## config.mk

```make
export PLATFORM = sky130hd
export DESIGN_NAME = board_io_conditioner_flat
export DESIGN_NICKNAME = d
export VERILOG_FILES = /design/src/rtl/board_io_pkg.sv /design/src/rtl/board_io_conditioner_if.sv /design/src/rtl/io_debounce.sv /design/src/rtl/board_io_conditioner.sv /design/src/flat_wrapper.sv
export SDC_FILE = /design/constraint.sdc
export NUM_CORES = 1
export LEC_CHECK = 0
export CAP_MARGIN = 15
export CELL_PAD_IN_SITES_DETAIL_PLACEMENT = 2
export CELL_PAD_IN_SITES_GLOBAL_PLACEMENT = 2
export CORE_MARGIN = 2
export CORE_UTILIZATION = 43
export DETAILED_ROUTE_END_ITERATION = 8
export GPL_TIMING_DRIVEN = 1
export PLACE_DENSITY = 0.83
export SYNTH_ARGS = -nofsm -noshare
export SYNTH_HDL_FRONTEND = slang
export SYNTH_SLANG_ARGS = --single-unit
```

## constraint.sdc

```tcl
create_clock -name i_clk -period 29.4 [get_ports i_clk]
set_input_delay 5.88 -clock i_clk [delete_from_list [all_inputs] [get_ports i_clk]]
set_output_delay 5.88 -clock i_clk [all_outputs]
set_load 0.01 [all_outputs]
```

## src/rtl/board_io_pkg.sv

```systemverilog
`default_nettype none
// ============================================================================
// Module      : board_io_pkg
// Description : Shared constants and counter-width helper for the board-I/O
//               front-end.
// Revision    : 1.0 - initial release
// ============================================================================
package board_io_pkg;

   localparam int IO_BUS_W = 32;

   // Width of a counter that must hold values 0..n-1.
   function automatic int cnt_w(input int n);
      return (n <= 1) ? 1 : $clog2(n);
   endfunction

endpackage
`default_nettype wire

```

## src/rtl/board_io_conditioner_if.sv

```systemverilog
`default_nettype none
// ============================================================================
// Module      : board_io_conditioner_if
// Description : Pin-side inputs and core-side outputs of the board-I/O
//               conditioner.
// Revision    : 1.0 - initial release
// ============================================================================
interface board_io_conditioner_if #(
   parameter int N_SW    = 10,
   parameter int N_KEY   = 4,
   parameter int N_PULSE = 1
);
   import board_io_pkg::*;

   logic [N_SW-1:0]     i_sw;
   logic [N_KEY-1:0]    i_key_n;
   logic [N_PULSE-1:0]  i_pulse;
   logic [N_SW-1:0]     o_sw;
   logic [N_KEY-1:0]    o_key;
   logic [N_KEY-1:0]    o_key_press;
   logic [N_KEY-1:0]    o_key_release;
   logic [IO_BUS_W-1:0] o_io_sw;
   logic [N_PULSE-1:0]  o_led_stretch;

   modport master (
      output i_sw, i_key_n, i_pulse,
      input  o_sw, o_key, o_key_press, o_key_release, o_io_sw, o_led_stretch
   );

   modport slave (
      input  i_sw, i_key_n, i_pulse,
      output o_sw, o_key, o_key_press, o_key_release, o_io_sw, o_led_stretch
   );

endinterface
`default_nettype wire

```

## src/rtl/io_debounce.sv

```systemverilog
`default_nettype none
// ============================================================================
// Module      : io_debounce
// Description : One input channel: synchroniser, debounce counter and
//               registered rise/fall strobes. Output is active-high.
// Revision    : 1.0 - initial release
// ============================================================================
module io_debounce #(
   parameter int SYNC_STAGES     = 2,
   parameter int DEBOUNCE_CYCLES = 250000,
   parameter bit RESET_LEVEL     = 1'b0
) (
   input  logic clk,
   input  logic rst,
   input  logic i_raw,
   output logic o_level,
   output logic o_rise,
   output logic o_fall
);
   import board_io_pkg::*;

   localparam int               c_cnt_w = cnt_w(DEBOUNCE_CYCLES);
   localparam logic [c_cnt_w-1:0] c_term = c_cnt_w'(DEBOUNCE_CYCLES - 1);

   logic [SYNC_STAGES-1:0] r_sync;
   logic [c_cnt_w-1:0]     r_cnt;
   logic                   r_stable;
   logic                   r_rise;
   logic                   r_fall;
   logic                   w_level;

   // The inactive pin level maps to 0, so active-low keys come out active-high.
   assign w_level = r_sync[SYNC_STAGES-1] ^ RESET_LEVEL;

   always_ff @(posedge clk or posedge rst) begin
      if (rst) begin
         r_sync   <= {SYNC_STAGES{RESET_LEVEL}};
         r_cnt    <= '0;
         r_stable <= 1'b0;
         r_rise   <= 1'b0;
         r_fall   <= 1'b0;
      end else begin
         r_sync <= {r_sync[SYNC_STAGES-2:0], i_raw};
         r_rise <= 1'b0;
         r_fall <= 1'b0;
         if (w_level == r_stable) begin
            r_cnt <= '0;
         end else if (r_cnt == c_term) begin
            r_stable <= w_level;
            r_cnt    <= '0;
            r_rise   <= w_level;
            r_fall   <= ~w_level;
         end else begin
            r_cnt <= r_cnt + 1'b1;
         end
      end
   end

   assign o_level = r_stable;
   assign o_rise  = r_rise;
   assign o_fall  = r_fall;

endmodule
`default_nettype wire

```

## src/rtl/board_io_conditioner.sv

```systemverilog
`default_nettype none
// ============================================================================
// Module      : board_io_conditioner
// Description : Debounces switches and keys, generates key strobes, packs the
//               core switch bus and stretches core pulses for LEDs.
// Revision    : 1.0 - initial release
// ============================================================================
module board_io_conditioner #(
   parameter int N_SW            = 10,
   parameter int N_KEY           = 4,
   parameter int N_PULSE         = 1,
   parameter int SYNC_STAGES     = 2,
   parameter int DEBOUNCE_CYCLES = 250000,
   parameter int STRETCH_CYCLES  = 2500000
) (
   input  logic                   i_clk,
   input  logic                   i_reset,
   board_io_conditioner_if.slave  bus
);
   import board_io_pkg::*;

   localparam int                 c_str_w    = $clog2(STRETCH_CYCLES + 1);
   localparam logic [c_str_w-1:0] c_str_load = c_str_w'(STRETCH_CYCLES);

   if (N_SW + N_KEY > IO_BUS_W) begin : g_chk_bus_width
      $error("board_io_conditioner: N_SW + N_KEY exceeds core switch bus width");
   end
   if (SYNC_STAGES < 2 || DEBOUNCE_CYCLES < 1 || STRETCH_CYCLES < 1) begin : g_chk_params
      $error("board_io_conditioner: illegal SYNC/DEBOUNCE/STRETCH parameter");
   end

   logic [N_SW-1:0]     w_sw;
   logic [N_SW-1:0]     w_unused_sw_rise;
   logic [N_SW-1:0]     w_unused_sw_fall;
   logic [N_KEY-1:0]    w_key;
   logic [N_KEY-1:0]    w_key_rise;
   logic [N_KEY-1:0]    w_key_fall;
   logic [N_PULSE-1:0]  w_led;
   logic [IO_BUS_W-1:0] w_io_sw;

   for (genvar g = 0; g < N_SW; g++) begin : g_sw
      io_debounce #(
         .SYNC_STAGES     (SYNC_STAGES),
         .DEBOUNCE_CYCLES (DEBOUNCE_CYCLES),
         .RESET_LEVEL     (1'b0)
      ) u_deb (
         .clk     (i_clk),
         .rst     (i_reset),
         .i_raw   (bus.i_sw[g]),
         .o_level (w_sw[g]),
         .o_rise  (w_unused_sw_rise[g]),
         .o_fall  (w_unused_sw_fall[g])
      );
   end

   for (genvar g = 0; g < N_KEY; g++) begin : g_key
      io_debounce #(
         .SYNC_STAGES     (SYNC_STAGES),
         .DEBOUNCE_CYCLES (DEBOUNCE_CYCLES),
         .RESET_LEVEL     (1'b1)
      ) u_deb (
         .clk     (i_clk),
         .rst     (i_reset),
         .i_raw   (bus.i_key_n[g]),
         .o_level (w_key[g]),
         .o_rise  (w_key_rise[g]),
         .o_fall  (w_key_fall[g])
      );
   end

   // A trigger reloads the full count even while already stretching.
   for (genvar g = 0; g < N_PULSE; g++) begin : g_stretch
      logic [c_str_w-1:0] r_cnt;

      always_ff @(posedge i_clk or posedge i_reset) begin
         if (i_reset) begin
            r_cnt <= '0;
         end else if (bus.i_pulse[g]) begin
            r_cnt <= c_str_load;
         end else if (r_cnt != '0) begin
            r_cnt <= r_cnt - 1'b1;
         end
      end

      assign w_led[g] = (r_cnt != '0);
   end

   always_comb begin
      w_io_sw              = '0;
      w_io_sw[N_SW-1:0]    = w_sw;
      w_io_sw[N_SW+:N_KEY] = w_key;
   end

   assign bus.o_sw          = w_sw;
   assign bus.o_key         = w_key;
   assign bus.o_key_press   = w_key_rise;
   assign bus.o_key_release = w_key_fall;
   assign bus.o_io_sw       = w_io_sw;
   assign bus.o_led_stretch = w_led;

endmodule
`default_nettype wire

```

## src/flat_wrapper.sv

```systemverilog
// flat-port wrapper written by rule: the top's interface ports become plain ports
module board_io_conditioner_flat import board_io_pkg::*;
#(
   parameter int N_SW            = 10,
   parameter int N_KEY           = 4,
   parameter int N_PULSE         = 1,
   parameter int SYNC_STAGES     = 2,
   parameter int DEBOUNCE_CYCLES = 250000,
   parameter int STRETCH_CYCLES  = 2500000
)
  (i_clk, i_reset, bus_i_sw, bus_i_key_n, bus_i_pulse, bus_o_sw, bus_o_key, bus_o_key_press, bus_o_key_release, bus_o_io_sw, bus_o_led_stretch);
  board_io_conditioner_if #(.N_SW(N_SW), .N_KEY(N_KEY), .N_PULSE(N_PULSE)) bus_i ();
  input  logic i_clk;
  input  logic i_reset;
  input wire logic [$bits(bus_i.i_sw)-1:0] bus_i_sw;
  input wire logic [$bits(bus_i.i_key_n)-1:0] bus_i_key_n;
  input wire logic [$bits(bus_i.i_pulse)-1:0] bus_i_pulse;
  output wire logic [$bits(bus_i.o_sw)-1:0] bus_o_sw;
  output wire logic [$bits(bus_i.o_key)-1:0] bus_o_key;
  output wire logic [$bits(bus_i.o_key_press)-1:0] bus_o_key_press;
  output wire logic [$bits(bus_i.o_key_release)-1:0] bus_o_key_release;
  output wire logic [$bits(bus_i.o_io_sw)-1:0] bus_o_io_sw;
  output wire logic [$bits(bus_i.o_led_stretch)-1:0] bus_o_led_stretch;
  assign bus_i.i_sw = bus_i_sw;
  assign bus_i.i_key_n = bus_i_key_n;
  assign bus_i.i_pulse = bus_i_pulse;
  assign bus_o_sw = bus_i.o_sw;
  assign bus_o_key = bus_i.o_key;
  assign bus_o_key_press = bus_i.o_key_press;
  assign bus_o_key_release = bus_i.o_key_release;
  assign bus_o_io_sw = bus_i.o_io_sw;
  assign bus_o_led_stretch = bus_i.o_led_stretch;
  board_io_conditioner #(.N_SW(N_SW), .N_KEY(N_KEY), .N_PULSE(N_PULSE), .SYNC_STAGES(SYNC_STAGES), .DEBOUNCE_CYCLES(DEBOUNCE_CYCLES), .STRETCH_CYCLES(STRETCH_CYCLES)) u_core (.i_clk(i_clk), .i_reset(i_reset), .bus(bus_i));
endmodule
```

[Word-level counts from Yosys, hierarchy flattened]
Index checks and enable logic that the tools add are counted.
Word-level totals
  register bits after elaboration: 324
  latch bits: 0
  bits in writable memories: 0
  ROM bits: 0
  input bits: 17
  output and inout bits: 55
  logic and storage cells: 174
  memories: 0
Cells by class
  add/subtract/negate cells: 15
  multipliers: 0
  div/mod/pow operators: 0
  $lt $le $gt $ge: 0
  eq/ne operators: 28
  shifts and indexed selects: 0
  mux-type cells: 46
  bitwise operators: 18
  reductions and logical operators: 16
Operators with widths (number)
  2-to-1 mux 18 bit: 28
  adder 18 x 1 -> 18 bit, second input constant: 14
  == test 18 bit, second input constant: 14
  2-to-1 mux 22 bit: 2
  AND reduction 2 bit: 14
  nonzero test 22 bit: 1
  subtractor 22 x 1 -> 22 bit, second input constant: 1
  inverter 1 bit: 18
  2-to-1 mux 1 bit: 16
  == test 1 bit: 14
  nonzero test 2 bit: 1

[Logic depth before layout (Yosys ltp)]
Gate-level depths: netlist (run 1).
  depth after elaboration: 4
  mapped depth: 8
  gate-level depth less buffers: 8

[By module]
Synthesis (run 1) repeated with hierarchy kept, for this count alone.
Second synthesis, totals
  cells, all modules: 1668
  area, all modules: 17440.5 um^2
Modules (own cells, without submodules)
  io_debounce at u_core.g_sw[0].u_deb ...: times used 10, cells an instance 106, area each 1143.6 um^2, sequential area each 575.6 um^2
  io_debounce at u_core.g_key[0].u_deb ...: times used 4, cells an instance 107, area each 1098.6 um^2, sequential area each 578.1 um^2
  board_io_conditioner: times used 1, cells an instance 180, area each 1610.3 um^2, sequential area each 550.5 um^2

[Least setup slack after synthesis (run 1)]
No wires, ideal clock.
  path type: reg2out
  start point: register u_core.g_stretch[0].r_cnt[9]
  end point: output port bus_o_led_stretch
  data arrival time: 1.501 ns
  required time: 23.520 ns
  slack: 22.019 ns
  stages on the path, launching flop included: 5
  buffers on the path: 0
  path through: dfrtp_1 -> nor4_2 -> nand4_2 -> nor2_1 -> inv_2
On the way
  longest elaborated chain between the ends: 1
Ends and longest elaborated chain
  start: declaration: line board_io_conditioner.sv:73  | logic [c_str_w-1:0] r_cnt;
  start signal: assignment: line board_io_conditioner.sv:79  | r_cnt <= c_str_load;
  start signal: assignment: line board_io_conditioner.sv:81  | r_cnt <= r_cnt - 1'b1;
  nonzero test 22 bit: line board_io_conditioner.sv:85  | assign w_led[g] = (r_cnt != '0);
  end: declaration: line flat_wrapper.sv:23  | output wire logic [$bits(bus_i.o_led_stretch)-1:0] bus_o_led_stretch;
Every way passes these cells.

[Final worst setup path (run 1)]
  start point: register u_core.g_stretch[0].r_cnt[0]
  end point: output port bus_o_led_stretch
The elaborated chain is that of the path after synthesis.

==> results of run 1 <==
-- synthesized netlist by cell type, drive strengths merged (14+ instances only) --
master	n
and3	40
and4	16
buf	62
clkbuf	17
dfrtp	316
ha	15
inv	26
nand2	96
nand3	102
nand3b	17
nand4	42
nor2	298
nor3	41
nor4	34
nor4b	15
o21ai	14
xnor2	102
xor2	143
-- cell type report --
cell class / count / area, µm²
Fill cell: 3576 / 17600
Sequential cell: 324 / 8120
Timing Repair Buffer: 56 / 553
Clock buffer: 58 / 1110
Tap cell: 455 / 569
Inverter: 26 / 105
Multi-Input combinational cell: 1060 / 6400
Clock inverter: 11 / 116
-- kinds of logic after synthesis --
group | count (synthesis) | share of synthesized area [%]
xor gates and xnor gates | 245 | 14.2
buffers and inverters | 105 | 4.03
muxes | 11 | 0.814
DFF | 324 | 53.9
AOI/OAI and AO/OA | 35 | 1.52
adders and majority gates | 15 | 1.25
other | 1 | 0.0249
and+or+nand+nor | 736 | 24.2
-- through the flow --
step	hold WS, ns	util (%)	worst slack, ns	power (W)	instances
after global routing	0.350	49.1	20.42	0.00101	1990
final	0.345	49.1	20.65	0.000966	1990
after CTS	0.349	49.1	20.55	0.000983	1990
after detailed placement	0.336	45.6	21.20	0.000509	1921
after global placement	0.333	45.6	21.24	0.000507	1921
after floorplan	0.331	-	14.56	0.000498	1489
-- worst paths after layout --
check	startpoint	end	slack, ns
max in group asynchronous	i_reset	u_core.g_sw[3].u_deb.r_cnt[8]	21.88
worst max-delay path	u_core.g_stretch[0].r_cnt[0]	bus_o_led_stretch	20.65
worst min-delay path	u_core.g_sw[0].u_deb.r_sync[0]	u_core.g_sw[0].u_deb.r_sync[1]	0.34
worst max register to register	u_core.g_stretch[0].r_cnt[0]	u_core.g_stretch[0].r_cnt[13]	27.12
worst min register to register	u_core.g_sw[0].u_deb.r_sync[0]	u_core.g_sw[0].u_deb.r_sync[1]	0.34
min in group asynchronous	i_reset	u_core.g_sw[2].u_deb.r_sync[1]	5.96
-- routing by layer --
layer / wire length (µm) / up-vias / global-route usage [%]
li1: - / 4954 / -
met1: 15100 / 5435 / 25.6
met2: 17600 / 125 / 35.5
met3: 976 / 51 / 3.01
met4: 685 / 0 / 5.44
met5: 0 / - / 0
-- power groups by stage --
stage | clock network (W) | registers (W) | logic [W]
finish | 0.000466 | 0.000464 | 0.0000361
global route | 0.000499 | 0.000465 | 0.0000424
CTS | 0.000482 | 0.000464 | 0.0000379
detailed placement | 0 | 0.000472 | 0.0000372
global placement | 0 | 0.000471 | 0.0000358
floorplan | 0 | 0.000470 | 0.0000285
-- state kept, by name, summed over array words and instances (netlist names), 8 cells and up --
| signal | flops |
|---|---|
| u_core.g_sw.u_deb.o_level | 10 |
| u_core.g_key.u_deb.r_sync | 8 |
| u_core.g_key.u_deb.r_cnt | 72 |
| u_core.g_stretch.r_cnt | 22 |
| u_core.g_sw.u_deb.r_sync | 20 |
| u_core.g_sw.u_deb.r_cnt | 180 |
==> results.toml, run 1 <==
[setup_path]
r2r_cells = 7
cp_cell_sequence = "inv_1 -> ha_1 -> nor4b_4 -> nand4_2 -> nor2_1 -> inv_2 -> clkdlybuf4s50_1"
end_kind = "output pin"
crit_arrival_ns = 2.87
max_stage_delay_ns = 0.49
cp_slowest_cell = "clkdlybuf4s50_1"
cp_top_family = "simple AND/OR/NAND/NOR gates"
crit_required_ns = 23.52
cp_max_fo = 10
crit_path_start_kind = "flop"
path_class = "flop to output pin"
cp.depth = 7
worst-path-buf-inv = 3

[clock_tree]
cts.sinks = 324
post_cts_buffers = 0
cts_resized = 0
cts.hold.buffers_added = 0
htree_num_levels = 2
cts_tree = "done"
cts_buffers = 38
cts-root-buf = "clkbuf_16"
clkLatencyLatePin_ns = 0.54
clk_pin_slew_ns = 0.06
ctsLongestPathBuffers = 3

[detailed_routing]
drt_iter0_markers = 343
via_per_inst = 5.31
vias = 10600
avgRoutedWirePerCell_um = 17.3
ant_nets = 0
routed_wirelength_um = 34300
remaining_drc_errors = 0
dr.pass1.iters = 6

[synth]
synth_seq_cells = 324
post_synth_num_cell_types = 54
synth-edff-count = 0
yosysTopAreaCell = "dfrtp_1"
synth_top_flop_cell = "dfrtp_1"
syn_inst = 1472
yosysSeqAreaShare_pct = 53.9
syn_area_um2 = 15100
syn_avg_cell_area_um2 = 10.2
yosysTopAreaCellShare_pct = 52.5
async_flop_share_pct = 100
synthTopCellsByArea = "dfrtp_1 (52%), xor2_1 (8.3%), nor2_1 (7.4%)"
yosysWarnings = 0

[global_route]
grt_use_total_pct = 20.1
grt_pass1_wl_um = 60700
grt_pass1_vias = 12000
grt_antenna_before_repair = 0
grt-ovfl-total = 0
grt_max_degree = 126

[place]
place_congestion = 0.740
dp_hpwl_um = 22700
io_buffer_count = 53
dpl_cell_area_um2 = 15700

[floorplan]
fp.dieArea_um2 = 36500
die_h_um = 191
die_x_um = 191
coreArea_um2 = 34500
ioPinCount = 72
initial_core_util_pct = 43.6
rows = 68

[power]
pwr-share-comb_pct = 3.7
clock_power_share_pct = 48.2
power_density_nw_per_um2 = 56.9
power.leakage_nw = 7.26
p_seq_share_pct = 48.0
p_sw_share_pct = 22.8
peakVddDrop_mv = 0.0412
p_sw_w = 0.000221
intPower_w = 0.000745

[sta]
fmax_mhz = 114
fin_setup_tns_ns = 0
relSlewSlack_pct = 32.6
finalCriticalPeriod_ns = 8.75
rsz0062_at_grt = "no"
final_hold_viol_count = 0
clock_skew_ns = 0.0132
drv_slew = 0
finalCritPeriodShare_pct = 29.8
finalSetupViolations = 0
worstMarginPinSlew_ns = 1.01

[cells_and_area]
area_delta_synth_final_pct = 12.7
layout_common_cells = "dfrtp_1 (316), nor2_1 (298), xor2_1 (143)"
final_area_um2 = 17000
fin_nets = 1538
final_common_cell = "dfrtp_1"
antennaDiodeCount = 0
drive_above_1_share_pct = 5.80

[run_status]
status = "complete, no violations"

[job]
max-cap-violations = 0

[hold_path]
hold_depth = 0
hold_class = "flop to flop"
No activity file was read; power rests on OpenSTA's default activity.
==> inputs of run 2 (changes only) <==
- CORE_UTILIZATION: 43 -> 40
- PLACE_DENSITY: 0.83 -> 0.78
- clock period: 29.4 -> 9.05 ns (I/O delays scaled with it)
==> results.toml, run 2 (synthesis gave the netlist of run 1 again) <==
[setup_path]
worstReg2RegStart = "u_core.g_sw[9].u_deb.r_cnt[0]"
rrSetupSlack_ns = 6.65
max_stage_delay_ns = 0.54
crit_required_ns = 7.24
cp_cell_sequence = "nor4_2 -> nand4_2 -> nor2_1 -> inv_2 -> clkdlybuf4s50_1"
reg2reg_to = "u_core.g_sw[9].u_deb.r_cnt[7]"
crit_path_start_kind = "flop"
end_kind = "output pin"
path_class = "flop to output pin"
cp_max_fo = 10
cp_slowest_cell = "nor4_2"
r2r_cells = 5
crit_arrival_ns = 2.77

[detailed_routing]
dr.pass1.iters = 4
ant_nets = 0
via_per_inst = 5.14
vias = 10500
remaining_drc_errors = 0
avgRoutedWirePerCell_um = 16.4
routed_wirelength_um = 33600
drt_iter0_markers = 281

[power]
peakVddDrop_mv = 0.106
power.leakage_nw = 7.32
power_density_nw_per_um2 = 190

[sta]
relSlewSlack_pct = 34.8
finalCriticalPeriod_ns = 4.58
drv_slew = 0
fmax_mhz = 218
finalCritPeriodShare_pct = 50.7
rsz0062_at_grt = "no"
finalSetupViolations = 0
clock_skew_ns = 0.0205
fin_setup_tns_ns = 0
worstMarginPinSlew_ns = 0.976
final_hold_viol_count = 0

[clock_tree]
clk_pin_slew_ns = 0.06
cts.sinks = 324
htree_num_levels = 2
cts_tree = "done"
cts_buffers = 39
cts.hold.buffers_added = 0
cts-root-buf = "clkbuf_16"
clkLatencyLatePin_ns = 0.55
ctsLongestPathBuffers = 3
post_cts_buffers = 0
cts_resized = 0

[global_route]
grt-ovfl-total = 0
grt_pass1_wl_um = 59500
gr-usage-met3_pct = 2.71
grtUsageMet1_pct = 23.5
grt_busiest_layer = "met2"
grt_antenna_before_repair = 0
use_met2_pct = 32.1
grt_max_degree = 162
grt_pass1_vias = 11700
grt_use_total_pct = 18.4

[job]
max-cap-violations = 0

[floorplan]
initial_core_util_pct = 40.3
fp.dieArea_um2 = 39200
die_x_um = 198
rows = 71
die_h_um = 198
coreArea_um2 = 37400
ioPinCount = 72

[cells_and_area]
reg_top3 = "u_core.g_sw.u_deb.r_cnt: 180 flops, u_core.g_key.u_deb.r_cnt: 72 flops, u_core.g_stretch.r_cnt: 22 flops"
top_register = "u_core.g_sw.u_deb.r_cnt"
largest_register_ffs = 180
final_common_cell = "dfrtp_1"
fin_nets = 1539
drive_above_1_share_pct = 6.51
antennaDiodeCount = 0
layout_common_cells = "dfrtp_1 (316), nor2_1 (298), xor2_1 (143)"
area_delta_synth_final_pct = 14.0
final_area_um2 = 17200

[hold_path]
hold_path_startpoint = "u_core.g_sw[0].u_deb.r_sync[0]"
hold_class = "flop to flop"
min_delay_worst_endpoint = "u_core.g_sw[0].u_deb.r_sync[1]"
hold_depth = 0

[place]
io_buffer_count = 53
place_congestion = 0.742
dp_hpwl_um = 22000
dpl_cell_area_um2 = 15800

[run_status]
status = "complete, no violations"
==> run 2: cell count changes in the layout (fill, tap and decap cells not counted), sizes merged <==
cell / change
bufinv: +4
clkbuf: -8
clkinv: +2
clkinvlp: +2
inv: +1
==> run 2: metal layers <==
metal | part of all wire (%) | wire length [µm] | vias to the layer above
li1 | - | - | 4951
met1 | 45 | 15200 | 5420
met2 | 50 | 16800 | 97
met3 | 2.6 | 888 | 45
met4 | 2.1 | 709 | 0
met5 | 0 | 0 | -
==> run 2: power breakdown <==
part	switching, W	total, W	internal [W]
clock	0.000632	0.00165	0.00101
sequential	0.0000282	0.00151	0.00148
combinational	0.0000803	0.000117	0.0000370
total	0.000740	0.00327	0.00253
==> run 2: per-stage QoR <==
step	setup slack (ns)	utilization [%]	total power, W	hold WS, ns	instances
4_1_cts	4.38	45.9	0.00333	0.353	2047
3_3_place_gp	5.05	42.3	0.00165	0.333	1977
2_1_floorplan	2.92	-	0.00162	0.331	1489
3_5_place_dp	5.02	42.3	0.00165	0.337	1977
5_1_grt	4.25	45.9	0.00341	0.359	2047
6_report	4.47	45.9	0.00327	0.350	2047
==> run 2: how the worst max path moves through the flow <==
stage | from | endpoint | slack (ns) | cells after the start
after floorplan | i_reset | u_core.g_key[0].u_deb.o_fall | 2.92 | 1
after global placement | u_core.g_stretch[0].r_cnt[9] | bus_o_led_stretch | 5.05 | 5
after detailed placement | u_core.g_stretch[0].r_cnt[9] | bus_o_led_stretch | 5.02 | 5
after CTS | u_core.g_stretch[0].r_cnt[9] | bus_o_led_stretch | 4.38 | 5
after global routing | u_core.g_stretch[0].r_cnt[9] | bus_o_led_stretch | 4.25 | 5
final | u_core.g_stretch[0].r_cnt[9] | bus_o_led_stretch | 4.47 | 5
==> run 2: cell type report <==
class                   instances  area (µm²)
clock buffers                  50        1080
clock inverters                20         268
fillers                      3904       20200
inverters                      26         101
multi-input cells            1060        6400
flip-flops and latches        324        8120
well taps                     511         639
repair buffers                 56         566
==> run 2: worst max-delay path, delay by kind of cell (launching register included) <==
| kind | cells | cell delay (ns) |
|---|---|---|
| AND/OR/NAND/NOR | 3 | 1.22 |
| flip-flops | 1 | 0.44 |
| buffers and inverters | 2 | 0.58 |
